--- config.mk ---
export PLATFORM = sky130hd
export DESIGN_NAME = spi_cmd_framer
export DESIGN_NICKNAME = d
export VERILOG_FILES = /design/src/rtl/spi_pkg.sv /design/src/rtl/spi_crc8.sv /design/src/rtl/spi_cmd_framer.sv
export SDC_FILE = /design/constraint.sdc
export NUM_CORES = 1
export LEC_CHECK = 0
export ABC_AREA = 1
export BUFFER_PORTS_ARGS = -buffer_cell sky130_fd_sc_hd__buf_4
export CAP_MARGIN = 20
export CORE_ASPECT_RATIO = 0.5
export CORE_MARGIN = 2
export CORE_UTILIZATION = 49
export DETAILED_ROUTE_END_ITERATION = 10
export PLACE_DENSITY = 0.77
export SLEW_MARGIN = 5
export SYNTH_ARGS = -nofsm -noshare
export SYNTH_HDL_FRONTEND = slang
export SYNTH_HIERARCHICAL = 1
export SYNTH_SLANG_ARGS = --single-unit
export TNS_END_PERCENT = 5
--- constraint.sdc ---
create_clock -name clk -period 2.4 [get_ports clk]
set_input_delay 0.36 -clock clk [delete_from_list [all_inputs] [get_ports clk]]
set_output_delay 0.36 -clock clk [all_outputs]
set_load 0.01 [all_outputs]
--- src/rtl/spi_pkg.sv ---
//------------------------------------------------------------------------------
// spi_pkg
// Shared definitions for the SPI command framer: the framer state encoding,
// the CRC-8 polynomial and the bit layout of the instruction byte.
// Revision: 1.0 - initial release
//------------------------------------------------------------------------------
`default_nettype none

package spi_pkg;

  // Framer states
  typedef enum logic [1:0] {
    ST_IDLE    = 2'd0,
    ST_SEND    = 2'd1,
    ST_WAIT_CS = 2'd2
  } state_t;

  // CRC-8 generator polynomial (x^8 + x^2 + x + 1), MSB-first
  localparam logic [7:0] CRC8_POLY = 8'h07;

  // Instruction byte layout: {rw, addr[6:0]}
  localparam int INSTR_RW_BIT   = 7;
  localparam int INSTR_ADDR_MSB = 6;
  localparam int INSTR_ADDR_LSB = 0;

  // Build the instruction byte from the command fields
  function automatic logic [7:0] make_instr(input logic rw, input logic [6:0] addr);
    logic [7:0] b;
    b = 8'h00;
    b[INSTR_RW_BIT] = rw;
    b[INSTR_ADDR_MSB:INSTR_ADDR_LSB] = addr;
    return b;
  endfunction

endpackage

`default_nettype wire

--- src/rtl/spi_crc8.sv ---
//------------------------------------------------------------------------------
// spi_crc8
// One byte-wide step of a CRC-8 (MSB-first, polynomial from spi_pkg).
// Purely combinational: o_crc = f(i_crc, i_byte).
// Ports:
//   i_crc   in  8  running CRC value
//   i_byte  in  8  byte being folded in
//   o_crc   out 8  CRC after folding in i_byte
// Revision: 1.0 - initial release
//------------------------------------------------------------------------------
`default_nettype none

module spi_crc8
  import spi_pkg::*;
(
  input  logic [7:0] i_crc,
  input  logic [7:0] i_byte,
  output logic [7:0] o_crc
);

  logic [7:0] w_acc;

  // Process the eight message bits MSB-first; the data byte is XORed into
  // the register up front, which is equivalent to bit-serial feeding.
  always_comb begin
    w_acc = i_crc ^ i_byte;
    for (int i = 0; i < 8; i++) begin
      if (w_acc[7]) begin
        w_acc = {w_acc[6:0], 1'b0} ^ CRC8_POLY;
      end else begin
        w_acc = {w_acc[6:0], 1'b0};
      end
    end
    o_crc = w_acc;
  end

endmodule

`default_nettype wire

--- src/rtl/spi_cmd_framer.sv ---
//------------------------------------------------------------------------------
// spi_cmd_framer
// Turns one register-access command (rw, 7-bit address, 0..MAX_BYTES payload
// bytes) into a byte stream for spi_master_byte on its have_data/data/rdreq
// interface. have_data stays high for the whole frame so chip select is held;
// after the last byte the framer waits for spi_cs_n to rise before taking the
// next command.
//
// Optional build macro: SPI_FRAMER_CRC8_EN - appends a CRC-8 byte computed
// over the instruction byte and all payload/dummy bytes.
//
// Ports:
//   clk         in   1            system clock
//   rst         in   1            asynchronous reset, active-low
//   cmd_valid   in   1            command present
//   cmd_ready   out  1            framer can accept a command
//   cmd_rw      in   1            1=read, 0=write
//   cmd_addr    in   7            register address
//   cmd_len     in   LEN_W        payload byte count
//   cmd_data    in   8*MAX_BYTES  write payload, byte k at [8k+7:8k]
//   cmd_err     out  1            one-cycle pulse: command rejected
//   have_data   out  1            data_o valid
//   data_o      out  8            current byte
//   rdreq       in   1            pop strobe from SPI master
//   spi_cs_n    in   1            SPI master chip select
//   busy        out  1            frame in progress
//   frame_done  out  1            one-cycle pulse at end of frame
// Revision: 1.0 - initial release
//------------------------------------------------------------------------------
`default_nettype none

module spi_cmd_framer
  import spi_pkg::*;
#(
  parameter int         MAX_BYTES  = 8,
  parameter logic [7:0] DUMMY_BYTE = 8'h00,
  parameter int         LEN_W      = $clog2(MAX_BYTES + 1)
) (
  input  logic                   clk,
  input  logic                   rst,
  input  logic                   cmd_valid,
  output logic                   cmd_ready,
  input  logic                   cmd_rw,
  input  logic [6:0]             cmd_addr,
  input  logic [LEN_W-1:0]       cmd_len,
  input  logic [8*MAX_BYTES-1:0] cmd_data,
  output logic                   cmd_err,
  output logic                   have_data,
  output logic [7:0]             data_o,
  input  logic                   rdreq,
  input  logic                   spi_cs_n,
  output logic                   busy,
  output logic                   frame_done
);

  localparam int IDX_W = LEN_W + 1;

`ifdef SPI_FRAMER_CRC8_EN
  localparam logic [IDX_W-1:0] c_EXTRA = IDX_W'(2);
`else
  localparam logic [IDX_W-1:0] c_EXTRA = IDX_W'(1);
`endif

  localparam logic [LEN_W-1:0] c_MAX_LEN = LEN_W'(MAX_BYTES);

  // Registered state
  state_t                 r_state;
  logic                   r_rw;
  logic [LEN_W-1:0]       r_len;
  logic [8*MAX_BYTES-1:0] r_data;
  logic [IDX_W-1:0]       r_idx;
  logic                   r_have;
  logic [7:0]             r_dout;
  logic                   r_err;
  logic                   r_done;

  // Next-state / control
  state_t                 w_state_nxt;
  logic                   w_have_nxt;
  logic [7:0]             w_dout_nxt;
  logic [IDX_W-1:0]       w_idx_nxt;
  logic                   w_err_nxt;
  logic                   w_done_nxt;
  logic                   w_load;
  logic                   w_pop;
  logic [IDX_W-1:0]       w_idx_inc;
  logic [IDX_W-1:0]       w_total;
  logic [IDX_W-1:0]       w_pay_sel;
  logic [7:0]             w_pay_byte;
  logic [7:0]             w_tail_byte;
  logic [7:0]             w_next_byte;

  // r_idx is the position of the byte currently on data_o:
  // 0 = instruction, 1..len = payload, len+1 = CRC (when enabled).
  assign w_pop     = (r_state == ST_SEND) && r_have && rdreq;
  assign w_idx_inc = r_idx + IDX_W'(1);
  assign w_total   = IDX_W'(r_len) + c_EXTRA;

  // Payload position k (1..len) carries write byte len-k, i.e. MSB-first
  assign w_pay_sel = IDX_W'(r_len) - w_idx_inc;

  always_comb begin
    w_pay_byte = 8'h00;
    for (int b = 0; b < MAX_BYTES; b++) begin
      if (w_pay_sel == IDX_W'(b)) begin
        w_pay_byte = r_data[8*b +: 8];
      end
    end
  end

`ifdef SPI_FRAMER_CRC8_EN
  logic [7:0] r_crc;
  logic [7:0] w_crc_next;

  // w_crc_next folds in the byte currently on data_o, so when the final
  // payload byte is popped it already equals the CRC of the whole frame.
  spi_crc8 u_crc8 (
    .i_crc  (r_crc),
    .i_byte (r_dout),
    .o_crc  (w_crc_next)
  );

  always_ff @(posedge clk or negedge rst) begin
    if (!rst) begin
      r_crc <= 8'h00;
    end else if (w_load) begin
      r_crc <= 8'h00;
    end else if (w_pop && (r_idx <= IDX_W'(r_len))) begin
      r_crc <= w_crc_next;
    end
  end

  assign w_tail_byte = w_crc_next;
`else
  // No trailing byte exists in this build; the value is never presented
  assign w_tail_byte = DUMMY_BYTE;
`endif

  always_comb begin
    if (w_idx_inc <= IDX_W'(r_len)) begin
      w_next_byte = r_rw ? DUMMY_BYTE : w_pay_byte;
    end else begin
      w_next_byte = w_tail_byte;
    end
  end

  // Next-state and output logic
  always_comb begin
    w_state_nxt = r_state;
    w_have_nxt  = r_have;
    w_dout_nxt  = r_dout;
    w_idx_nxt   = r_idx;
    w_err_nxt   = 1'b0;
    w_done_nxt  = 1'b0;
    w_load      = 1'b0;

    case (r_state)
      ST_IDLE: begin
        if (cmd_valid) begin
          if (cmd_len <= c_MAX_LEN) begin
            w_load      = 1'b1;
            w_state_nxt = ST_SEND;
            w_have_nxt  = 1'b1;
            w_dout_nxt  = make_instr(cmd_rw, cmd_addr);
            w_idx_nxt   = '0;
          end else begin
            w_err_nxt = 1'b1;
          end
        end
      end

      ST_SEND: begin
        if (w_pop) begin
          w_idx_nxt = w_idx_inc;
          if (w_idx_inc == w_total) begin
            w_have_nxt  = 1'b0;
            w_state_nxt = ST_WAIT_CS;
          end else begin
            w_dout_nxt = w_next_byte;
          end
        end
      end

      ST_WAIT_CS: begin
        if (spi_cs_n) begin
          w_done_nxt  = 1'b1;
          w_state_nxt = ST_IDLE;
        end
      end

      default: begin
        w_state_nxt = ST_IDLE;
        w_have_nxt  = 1'b0;
      end
    endcase
  end

  // State register
  always_ff @(posedge clk or negedge rst) begin
    if (!rst) begin
      r_state <= ST_IDLE;
    end else begin
      r_state <= w_state_nxt;
    end
  end

  // Datapath registers
  always_ff @(posedge clk or negedge rst) begin
    if (!rst) begin
      r_rw   <= 1'b0;
      r_len  <= '0;
      r_data <= '0;
      r_idx  <= '0;
      r_have <= 1'b0;
      r_dout <= 8'h00;
      r_err  <= 1'b0;
      r_done <= 1'b0;
    end else begin
      r_have <= w_have_nxt;
      r_dout <= w_dout_nxt;
      r_idx  <= w_idx_nxt;
      r_err  <= w_err_nxt;
      r_done <= w_done_nxt;
      if (w_load) begin
        r_rw   <= cmd_rw;
        r_len  <= cmd_len;
        r_data <= cmd_data;
      end
    end
  end

  // Gated by rst so the framer advertises no readiness while held in reset
  assign cmd_ready  = rst && (r_state == ST_IDLE);
  assign cmd_err    = r_err;
  assign have_data  = r_have;
  assign data_o     = r_dout;
  assign busy       = (r_state != ST_IDLE);
  assign frame_done = r_done;

endmodule

`default_nettype wire

### After elaboration in Yosys (flattened, before gate mapping)

Cells that the tools add are included.

* flip-flop bits (word level): 87
* output and inout bits: 13
* logic and storage cells: 80

* $add $sub $neg: 3
* $lt $le $gt $ge: 2
* eq/ne operators: 16
* muxes and demuxes: 38
* bitwise operators: 1
* reduce and logical (&&, ||, !) cells: 11

Operator list (count)
* 8-bit two-way mux: 14
* 5-bit by 3-bit equality test with 1-bit output, second input constant: 4
* 8-bit case mux with 2 select lines: 1
* 5-bit two-way mux: 3
* 5-bit AND reduction: 3
* 1-bit two-way mux: 12
* 5-bit by 2-bit equality test with 1-bit output, second input constant: 2
* 2-bit two-way mux: 5
* 2-bit inequality test, second input constant: 5
* 5-bit case mux with 2 select lines: 1
* 2-bit case mux with 3 select lines: 1
* 4-bit by 1-bit adder with 5-bit output, second input constant: 1
* 5-bit by 1-bit adder with 5-bit output, second input constant: 1
* 5-bit by 1-bit equality test with 1-bit output, second input constant: 1
* 5-bit equality test: 1
* 5-bit by 4-bit <= comparator with 1-bit output: 1
* 5-bit zero test: 1
* 4-bit by 5-bit subtractor with 5-bit output: 1
* 4-bit <= comparator, second input constant: 1
* 4-bit AND reduction: 1
* 2-bit nonzero test: 2
* 1-bit logical AND: 3
* 1-bit case mux with 3 select lines: 1
* 2-bit by 1-bit equality test with 1-bit output, second input constant: 1
* 4 further kinds: 4

### Logic depth before layout (Yosys ltp)

* depth in word-level cells: 16
* depth in mapped cells: 17
* gate-level depth less buffers: 16

### Worst setup path before layout

OpenSTA, ideal clock, no wires.

* kind: flip-flop to flip-flop
* start: reg r_idx[0]
* end: reg r_dout[7] (netlist: data_o[7])
* setup time: 0.077 ns
* data arrival time: 2.353 ns
* data required time: 2.323 ns
* slack: -0.031 ns
* cell stages (with the launch flop): 13
* clock period less this slack: 2.431 ns
* cell sequence: dfrtp_1 -> ha_1 -> inv_1 -> fa_1 -> clkbuf_1 -> inv_1 -> nor2_1 -> nand3_1 -> nand2_1 -> o21ai_1 -> nand4_1 -> nand2_1 -> a21oi_1

* longest elaborated chain between the ends: 16
* elaborated cells between the ends (all ways): 27

Ends and longest elaborated chain
* from (decl): line spi_cmd_framer.sv:71 `logic [IDX_W-1:0] r_idx;`
* from (signal assigned): line spi_cmd_framer.sv:221 `r_idx <= w_idx_nxt;`
* 5-bit by 1-bit adder with 5-bit output (*): line spi_cmd_framer.sv:96 `assign w_idx_inc = r_idx + IDX_W'(1);`
* 4-bit by 5-bit subtractor with 5-bit output: line spi_cmd_framer.sv:100 `assign w_pay_sel = IDX_W'(r_len) - w_idx_inc;`
* 5-bit zero test: line spi_cmd_framer.sv:105 `if (w_pay_sel == IDX_W'(b)) begin`
* 8-bit two-way mux (8 in a row): line spi_cmd_framer.sv:105
* 8-bit two-way mux: line spi_cmd_framer.sv:141 `w_next_byte = r_rw ? DUMMY_BYTE : w_pay_byte;`
* 8-bit two-way mux: line spi_cmd_framer.sv:140 `if (w_idx_inc <= IDX_W'(r_len)) begin`
* 8-bit two-way mux: line spi_cmd_framer.sv:175 `if (w_idx_inc == w_total) begin`
* 8-bit two-way mux: line spi_cmd_framer.sv:173 `if (w_pop) begin`
* 8-bit case mux with 2 select lines: line spi_cmd_framer.sv:157 `case (r_state)`
* to (signal assigned): line spi_cmd_framer.sv:220 `r_dout <= w_dout_nxt;`
* to (decl): line spi_cmd_framer.sv:73 `logic [7:0] r_dout;`

Every way passes the cells marked *; elsewhere a longest branch is shown, timed or not. The select of a mux whose other input is x is not followed.
A chain may end at the register's enable or synchronous reset.

### Worst setup path after layout

* start: reg r_idx[0]
* end: reg r_dout[2] (netlist: data_o[2])

The elaborated chain is that of the path after synthesis.

==> metrics.md <==
| Metric | Value |
|---|---|
| Final worst setup slack | -0.176 ns |
| CP Class | reg2reg |
| CTS tree | built |
| Clk pwr share | 14.8% |
| RSZ-0062 raised after global routing | yes |
| Leakage | 2.87 nW |
| GP Congestion | 0.871 |
| Pwr per Cell Area | 1530 nW/um^2 |
| Initial Utilization | 50.3% |
| Sequential cell area | 2180 sq um |
| Vias after detailed routing | 3637 |
| FP Rows | 24 |
| Mean Syn Cell Area | 9.94 sq um |
| Combinational Power Share | 56.5% |
| Number of global-route vias before repair | 3690 |
| Least-Margin Pin Slew | 0.463 ns |
| Max cap viols | 0 |
| Fraction of layout cells with a size suffix above 1 | 36.4% |
| Routing usage on met1 | 35.7% |
| Largest net degree at the start of global routing | 88 |
| CP top delay family | simple AND/OR/NAND/NOR gates |
| Area of the multi-input gates | 2150 sq um |
| GRT Resource Usage Total | 24.8% |
| Core ar. | 8710 sq um |
| Utilization after layout | 67.1% |
| Outcome | complete, but fails checks |
| First-pass GRT wire length | 18.3 mm |
| Worst path cell trace | buf_4 > inv_1 > ha_1 > inv_1 > fa_2 > buf_4 > nand2_2 > nor2_4 > nand3_2 > nand3_2 > nor2_2 > nand4_1 > nand2_1 > a21oi_2 |
| Syn_nets | 528 |
| CP required | 2.67 ns |
| Hold Fails Final Rpt | 0 |
| Met3 track demand over resource | 6.52% |
| Reg clk slew, reported paths | 0.06 ns |
| DRC Markers | 0 |
| Initial antenna violation count | 0 |
| GR peak layer | met2 |
| Max incr delay on CP | 0.56 ns |
| Clk buf depth | 2 |
| CP arrival | 2.85 ns |
| Synthesis-stage register bit count | 87 |
| Filler cells | 679 |
| H-tree levels | 3 |
| Remaining global-route overflow | 0 |
| Vias per inst | 5.36 |
| Switching pwr | 4.03 mW |
| Insertion delay to the later sink of the worst-skew pair | 0.35 ns |
| Reg-to-reg critical path startpoint | r_idx[0] |
| Sequential share of the synthesized area | 49.7% |
| R2R depth | 14 |
| Peak supply drop | 0.000687 V |
| IO Port Bufs | 93 |
| Max Freq | 388 MHz |
| Setup-failing EPs final | 8 |
| Post-Syn Instances | 441 |
| Worst path bufs/invs | 4 |
| Die X | 138 microns |
| Clk sinks | 87 |
| Wirelength per Cell | 16.7 microns |
| Synthesis-to-layout area growth | 33.4% |
| Synth cell types | 34 |
| Number of diodes | 0 |
| Relative slew margins | 69.2% |
| Fin crit share | 107% |
| DP HPWL | 8.12 mm |
| Mapped Area | 4380 sq um |
| Inserted Clock Buffers | 9 |
| Final Total Pwr | 8.96 mW |
| Power share of the sequential group | 28.6% |
| 1st-iter DRT viols | 234 |
| Post-route ant nets | 0 |
| Fin nets | 643 |
| Critical path capture point type | flip-flop |
| Root buf cell | clkbuf_16 |
| Top-Level Pins | 94 |
| Crit. Startpoint | r_idx[0] |
| YS warnings | 6 |
| Die H | 70.9 microns |
| Post-route minimum period | 2.58 ns |
| Die area | 9760 sq um |
| Worst min path class | in2async |
| Critical path depth | 14 |
| Fin Clk Skew | 0.00656 ns |
| Final Instance Area | 5850 sq um |
| Max FO, Critical Path | 8 |
| Setup WS pre-CTS | -0.216 ns |
| Sw Ratio | 45.0% |
| Final wirelength | 11.4 mm |
| Final slew viol count | 0 |
| Cell internal pwr | 4.93 mW |
| Placed cell areas | 5310 sq um |
| CP max stage cell | fa_2 |
| CP Launch Type | flip-flop |
| Violated checks | setup timing |
| Met2 usage | 37.2% |
| First drt pass iteration count | 5 |
==> layout make-up <==
class / count / area share (%)
inverter: 45 / 2.89
timing repair buffer: 117 / 15.8
multi-input combinational: 296 / 36.7
clock inverter: 6 / 0.770
clock buffer: 10 / 4.09
sequential: 87 / 37.2
tap: 117 / 2.50
==> layer usage <==
metal	routed length, microns	up-vias
met3	640	17
met5	0	-
met2	5170	102
met1	5360	1784
met4	182	0
li1	-	1734
==> flip-flops by register name (all words and copies together), names as in the netlist <==
name / flops
r_len: 4
r_rw: 1
data_o: 8
cmd_err: 1
r_data: 64
frame_done: 1
have_data: 1
r_state: 2
r_idx: 5
==> through the flow <==
step	TNS, ns	instances	hold slack, ns
CTS	-0.144	677	0.118
global placement	-0.418	658	0.471
floorplan	0	441	0.0644
global route	-2.30	678	0.130
finish	-1.06	678	0.0895
detailed placement	-1.01	658	0.483
==> cell families (layout without fill, tap and decap cells) <==
group / after synthesis / after routing / synth area share, %
DFF: 87 / 87 / 49.7
AOI/OAI and AO/OA: 59 / 59 / 7.79
buffers and inverters: 58 / 178 / 6.22
xor gates and xnor gates: 5 / 5 / 0.999
and+or+nand+nor: 169 / 169 / 18.8
muxes: 57 / 57 / 14.6
adders and majority gates: 6 / 6 / 1.88
==> worst paths after layout <==
kind | endpoint | slack [ns]
setup / recovery | data_o[2] | -0.18
hold / removal | r_data[17] | 0.09
setup reg to reg | data_o[2] | -0.18
hold reg to reg | r_data[15] | 0.49
max in group asynchronous | data_o[2] | 1.94
min in group clk | r_data[1] | 0.22
==> repair_timing <==
action | in CTS | in global routing
endpoints found under the setup margin | 8 | 8
buffers inserted | 5 | 1
gates resized for setup | 29 | 21
gates cloned | 0 | 0
pin swaps | 10 | 21
hold buffers | 0 | 0
==> worst register-to-register path: stages, from the launching register on <==
cell     delay (ns)
dfrtp_1        0.43
buf_4          0.16
inv_1          0.05
ha_1           0.13
inv_1          0.06
fa_2           0.56
buf_4          0.13
nand2_2        0.08
nor2_4         0.27
nand3_2        0.11
nand3_2        0.11
nor2_2         0.06
nand4_1        0.12
nand2_1        0.10
a21oi_2        0.12
==> placed cells by master (no fill, tap or decap), types with 2 or more instances in the layout <==
master,instances
a21oi_1,25
a21oi_2,5
buf_12,3
buf_4,112
buf_6,2
clkbuf_16,9
clkinvlp_4,3
dfrtp_1,87
ha_1,2
ha_4,3
inv_1,39
inv_2,5
mux2_1,54
mux2_2,3
nand2_1,38
nand2_2,16
nand2_4,4
nand3_1,28
nand3_2,17
nand3_4,2
nand4_1,11
nor2_1,39
nor2_2,6
nor2_4,6
o2111ai_1,8
o21ai_0,13
o22ai_1,3
xor2_1,3
==> power groups by stage <==
stage | logic [mW] | clock network (mW) | registers (mW)
3_3_place_gp | 4.10 | 0 | 2.52
3_5_place_dp | 4.18 | 0 | 2.55
4_1_cts | 4.67 | 1.35 | 2.53
5_1_grt | 5.55 | 1.41 | 2.63
6_report | 5.06 | 1.33 | 2.56
2_1_floorplan | 2.78 | 0 | 2.44
==> Yosys cell counts <==
library cell	instances	area share [%]
clkinv_1	1	0.086
nor2_1	43	3.7
o211ai_1	1	0.17
inv_1	41	3.5
xor2_1	4	0.80
dfrtp_1	87	50
buf_4	2	0.34
clkbuf_1	3	0.26
o32ai_1	1	0.20
o2111ai_1	8	1.6
nand2_1	49	4.2
o21ai_0	13	1.5
nor4_2	1	0.29
o31ai_1	1	0.17
nor3_1	1	0.11
a21oi_1	30	3.4
nand2_2	7	1.0
mux2_1	54	14
inv_2	3	0.26
nor2_2	4	0.57
o21ai_1	1	0.11
ha_1	5	1.4
o22ai_1	3	0.43
nand4_1	11	1.6
buf_2	2	0.23
nand2_4	2	0.51
nand3_2	4	0.91
nand3_1	43	4.9
o21ai_2	1	0.20
buf_6	6	1.5
mux2_2	3	0.77
xnor2_1	1	0.20
fa_1	1	0.46
nor2_4	4	1.0
No activity file was read; power rests on OpenSTA's default activity.
